--- src/rtl/dnn_top.sv ---
// dnn_top: a 4-4-2 fully connected network with 5-bit signed inputs and weights.
// The hidden layer applies ReLU; the output layer is linear at full precision.
// Each batch walks IDLE -> L1 -> WAIT1 -> WAIT2 -> L2 and ends with a one-cycle
// ready pulse on both outputs.
module dnn_top (
  input  logic               clk,
  input  logic               rst,
  input  logic               in_ready,
  input  logic signed [4:0]  x0,
  input  logic signed [4:0]  x1,
  input  logic signed [4:0]  x2,
  input  logic signed [4:0]  x3,
  input  logic signed [4:0]  w04, w05, w06, w07,
  input  logic signed [4:0]  w14, w15, w16, w17,
  input  logic signed [4:0]  w24, w25, w26, w27,
  input  logic signed [4:0]  w34, w35, w36, w37,
  input  logic signed [4:0]  w48, w49, w58, w59,
  input  logic signed [4:0]  w68, w69, w78, w79,
  output logic signed [16:0] out0,
  output logic signed [16:0] out1,
  output logic               out0_ready,
  output logic               out1_ready
);

  typedef enum logic [2:0] {IDLE, L1, WAIT1, WAIT2, L2} state_t;

  state_t state, state_nxt;
  logic   cap_x, calc_h, calc_out;

  logic signed [4:0]  xr0, xr1, xr2, xr3;
  logic signed [11:0] h4, h5, h6, h7;

  // One hidden neuron: 4-term dot product, then ReLU. Operands are widened to
  // 12 bits so every product and the sum are exact at that width.
  function automatic logic signed [11:0] neuron(
    input logic signed [4:0] a0, a1, a2, a3,
    input logic signed [4:0] b0, b1, b2, b3
  );
    logic signed [11:0] s;
    s = {{7{a0[4]}}, a0} * {{7{b0[4]}}, b0}
      + {{7{a1[4]}}, a1} * {{7{b1[4]}}, b1}
      + {{7{a2[4]}}, a2} * {{7{b2[4]}}, b2}
      + {{7{a3[4]}}, a3} * {{7{b3[4]}}, b3};
    return s[11] ? 12'sd0 : s;
  endfunction

  // One output neuron: linear 4-term dot product at 17 bits, no clipping.
  function automatic logic signed [16:0] dot_out(
    input logic signed [11:0] a0, a1, a2, a3,
    input logic signed [4:0]  b0, b1, b2, b3
  );
    return {{5{a0[11]}}, a0} * {{12{b0[4]}}, b0}
         + {{5{a1[11]}}, a1} * {{12{b1[4]}}, b1}
         + {{5{a2[11]}}, a2} * {{12{b2[4]}}, b2}
         + {{5{a3[11]}}, a3} * {{12{b3[4]}}, b3};
  endfunction

  // State register; reset wins over any transition.
  // NOTE: sequential state uses non-blocking (<=) so all registers update from
  // pre-edge values; blocking here would create order-dependent simulation.
  always_ff @(posedge clk) begin
    if (rst) state <= IDLE;
    else     state <= state_nxt;
  end

  // Next-state and per-state strobes selecting what the datapath samples.
  // NOTE: every output of this block gets a default first so no path leaves a
  // signal unassigned, which would infer a latch.
  always_comb begin
    state_nxt = state;
    cap_x     = 1'b0;
    calc_h    = 1'b0;
    calc_out  = 1'b0;
    case (state)
      IDLE: begin
        if (in_ready) begin
          cap_x     = 1'b1;
          state_nxt = L1;
        end
      end
      L1: begin
        calc_h    = 1'b1;
        state_nxt = WAIT1;
      end
      WAIT1: state_nxt = WAIT2;
      WAIT2: state_nxt = L2;
      L2: begin
        calc_out  = 1'b1;
        state_nxt = IDLE;
      end
      default: state_nxt = IDLE;
    endcase
  end

  // Datapath: capture x, compute hidden layer, compute outputs, pulse ready.
  always_ff @(posedge clk) begin
    if (rst) begin
      xr0 <= '0; xr1 <= '0; xr2 <= '0; xr3 <= '0;
      h4  <= '0; h5  <= '0; h6  <= '0; h7  <= '0;
      out0       <= '0;
      out1       <= '0;
      out0_ready <= 1'b0;
      out1_ready <= 1'b0;
    end else begin
      out0_ready <= calc_out;
      out1_ready <= calc_out;
      if (cap_x) begin
        xr0 <= x0; xr1 <= x1; xr2 <= x2; xr3 <= x3;
      end
      if (calc_h) begin
        h4 <= neuron(xr0, xr1, xr2, xr3, w04, w14, w24, w34);
        h5 <= neuron(xr0, xr1, xr2, xr3, w05, w15, w25, w35);
        h6 <= neuron(xr0, xr1, xr2, xr3, w06, w16, w26, w36);
        h7 <= neuron(xr0, xr1, xr2, xr3, w07, w17, w27, w37);
      end
      if (calc_out) begin
        out0 <= dot_out(h4, h5, h6, h7, w48, w58, w68, w78);
        out1 <= dot_out(h4, h5, h6, h7, w49, w59, w69, w79);
      end
    end
  end

endmodule

--- config.mk ---
export PLATFORM = sky130hd
export DESIGN_NAME = dnn_top
export DESIGN_NICKNAME = d
export VERILOG_FILES = /design/src/rtl/dnn_top.sv
export SDC_FILE = /design/constraint.sdc
export NUM_CORES = 2
export LEC_CHECK = 0
export CAP_MARGIN = 15
export CORE_MARGIN = 2
export CORE_UTILIZATION = 58
export DETAILED_ROUTE_END_ITERATION = 8
export PLACE_DENSITY = 0.8
export SETUP_SLACK_MARGIN = 0.1
export SYNTH_ARGS = -nofsm -noshare
export SYNTH_HDL_FRONTEND = slang
export SYNTH_SLANG_ARGS = --single-unit
--- constraint.sdc ---
create_clock -name clk -period 8.9 [get_ports clk]
set_input_delay 2.67 -clock clk [delete_from_list [all_inputs] [get_ports clk]]
set_output_delay 2.67 -clock clk [all_outputs]
set_load 0.01 [all_outputs]
==> summary.md <==
| Metric | Value |
|---|---|
| Status | finished, violations left |
| Failing checks | negative setup slack |
| Fmax | 112 MHz |
| Seq/Total Area, Yosys | under 10% |
| Wl on met1 | around 34,000 um |
| DR WL met3 | 6110 um |
| First-pass GRT wire length | 153,000 um |
| Final WS setup | -0.0477 ns |
| Top_reg_cell synth | dfxtp_1 |
| Fin. max-slew vios | 0 |
| Share of cells above drive strength 1 | 9.79% |
| Total track usage | about 29% |
| Leading cell type in the layout, fill and taps excluded | inv_1 |
| Post-route cell area | 43,400 um2 |
| Clk sinks | ~100 |
| Setup-failing EPs final | 13 |
| Synth Area in Simple Gates | between 10% and 20% |
| Worst slew pin tran | 1.12 ns |
| CTS tree | done |
| Met2 WL | around 49,000 um |
| Commonest cells after routing, fill and taps aside | 1,085 x inv_1, 878 x fa_1, 442 x nand2_1, 376 x ha_1, 316 x and2_1 |
| Number of DRC markers in iteration 0 | 1,495 |
| Detail Placement HPWL | 80,500 um |
| Post-synthesis adder-cell area fraction | 59.6% |
| Multiplexer share of the synthesized area | less than 1% |
| Kind of path behind the tightest hold check | reg2reg |
| DRT Pass-1 Iters | 7 |
| Dominant cell type by area after synthesis | fa_1 |
| Placed cell areas | between 40,000 and 50,000 um2 |
| Distinct cells, synth | 52 |
| EDFF count, synth | 0 |
| Final-report hold violation count | 0 |
| Initial Util | 58.9% |
| Die Area | 67,800 um2 |
| CP Max Fanout | 5 |
| Largest family of logic cells by synthesized area | adder cells |
| Post-synth ARST share | 0% |
| Xor and xnor fraction of the mapped netlist area | 3.74% |
| Minimum clock period | 8.95 ns |
| Worst Path Required | 9.18 ns |
| Largest net degree at the start of global routing | 58 |
| Skew-Pair Late Insertion Delay | 0.40 ns |
| Rows | 93 |
| Avg Inst Size Synth | just over 9 um2 |
| Crit path kind | in2reg |
| Layout Nets | 5,899 |
| Mapped cell area | 38,100 um2 |
| Post-synthesis compound-gate area fraction | 4.81% |
| Post-Route WL | 93,100 um |
| Highest Signal Layer | met5 |
| Synth warn | 0 |
| DR WL/cell | 17.5 um |
| Maxcap violations | 0 |
| Synth top area cells | fa_1 46%, ha_1 13%, inv_1 11%, and2_1 5.4%, dfxtp_1 5.4% |
| I/O pin cnt | 179 |
| Vias post-DR | 28,300 |
| Area Growth Syn to Fin | 13.9% |
| Die Wd | around 260 um |
| Worst Setup Start Kind | input port |
| Headroom to the max-slew limit | roughly 25% |
| Vias per cell | 5.31 |
| Antenna viol nets, final | 0 |
| Unrepaired setup endpoints after global routing | true |
| H-tree depth | 3 |
| CTS Root Cell | clkbuf_16 |
| Share of the synthesized area in the top cell type | 46.3% |
| Final Skew | 0.0134 ns |
| Critical Path Sink Type | flip-flop |
| Period utilization | 101% |
| Clk buf depth | 2 |
| Core area | 64,700 um2 |
| Die H | 260 um |
| Synthesis-stage register bit count | just over 100 |
| Net Count, Synth | ~5,600 |
| Initial antenna violation count | 4 |
| Total grt overflow | 0 |
| CP arrival | slightly above 9 ns |
| Placer congestion estimate | 0.939 |
| I/O Buffers | 178 |
| Worst-path clk slew | 0.07 ns |
| Post-Syn Instances | approximately 4,200 |
| Total CTS buffers | 9 |
| Drt drc | 0 |
| Vias in the first global route | 31,400 |
## cells by family after synthesis
family                     after synthesis
adders and majority gates             1286
buffers and inverters                 1259
and+or+nand+nor                       1064
AOI/OAI and AO/OA                      266
xor gates and xnor gates               163
DFF                                    102
muxes                                   10
## per-stage QoR
step	setup slack [ns]	hold WS [ns]	util, %	TNS [ns]	cells
2_1_floorplan	-0.102	0.440	-	-3.01	4150
3_3_place_gp	-0.991	0.438	65.7	-36.72	5295
3_5_place_dp	-1.09	0.443	65.7	-42.32	5295
4_1_cts	-0.250	0.454	66.5	-5.02	5322
5_1_grt	-0.195	0.475	67.1	-5.71	5330
6_report	-0.0477	0.452	67.1	-0.357	5332
## worst paths after layout
| kind | from | end | slack (ns) | cells past startpoint |
|---|---|---|---|---|
| worst min-delay path | out0[12] | out0[12] | 0.45 | 2 |
| worst min register to register | out0[12] | out0[12] | 0.45 | 2 |
| worst max-delay path | w34[1] | h4[7] | -0.05 | 23 |
| worst max register to register | xr3[1] | h4[7] | 1.36 | 21 |
## registers in the layout, summed over array words and instances, names as in the netlist
register	count
h6	11
out0	17
h4	11
xr1	5
xr2	5
h5	11
out1	17
xr3	5
h7	11
state	3
xr0	5
out1_ready	1
## Yosys cell counts, types with 5 or more instances
| cell type | n |
|---|---|
| and4_1 | 5 |
| nand2b_1 | 83 |
| nor3_1 | 11 |
| mux2i_1 | 6 |
| nand2_1 | 447 |
| o21bai_1 | 12 |
| a211oi_1 | 15 |
| dfxtp_1 | 102 |
| o21a_1 | 11 |
| a31oi_1 | 9 |
| and3_1 | 12 |
| fa_1 | 882 |
| clkbuf_1 | 150 |
| and2_1 | 327 |
| or2_2 | 10 |
| a32o_1 | 44 |
| a21oi_1 | 94 |
| xor2_1 | 28 |
| nor2b_1 | 26 |
| inv_1 | 1104 |
| a21o_1 | 26 |
| a221o_1 | 5 |
| nor2_1 | 113 |
| xnor2_1 | 135 |
| o21ai_0 | 32 |
| nor4_1 | 9 |
| ha_1 | 404 |
| nand3_1 | 11 |
## critical path, stage by stage
cell     delay, ns
buf_6         0.10
and2_4        0.15
fa_1          0.51
inv_1         0.05
fa_1          0.47
fa_1          0.55
fa_1          0.48
fa_1          0.53
inv_2         0.05
ha_4          0.25
inv_2         0.03
fa_1          0.47
fa_1          0.57
inv_2         0.04
fa_1          0.52
ha_4          0.21
nor2b_4       0.12
a311o_1       0.35
a221o_1       0.36
o31ai_4       0.22
xnor2_2       0.13
buf_4         0.18
a32o_1        0.21
## layer usage
layer | global-route usage (%) | vias to the layer above
li1 | - | 12800
met1 | 33.7 | 14300
met2 | 52.8 | 967
met3 | 4.21 | 266
met4 | 12.7 | 8
met5 | 0 | -
## area by class of cell
type                       instances  area [um2]
timing repair buffer             461        3920
clock buffer                      10         229
inverter                        1104        4140
antenna                            2        5.00
tap                              855        1070
fill                            4905       21300
multi-input combinational       2792       32000
clock inverter                     6        53.8
sequential                       102        2040
## what timing repair did
| item | CTS | global route |
|---|---|---|
| buffers inserted | 7 | 8 |
| pin swaps | 88 | 97 |
| cloned | 4 | 0 |
| hold endpoints to repair | 0 | 0 |
| hold buffers | 0 | 0 |
| resized for setup | 108 | 79 |
| endpoints found under the setup margin | 44 | 56 |
Power is left out: the tool's default activity adds up to more than one toggle a clock period on the data nets, which glitch-free logic cannot reach.
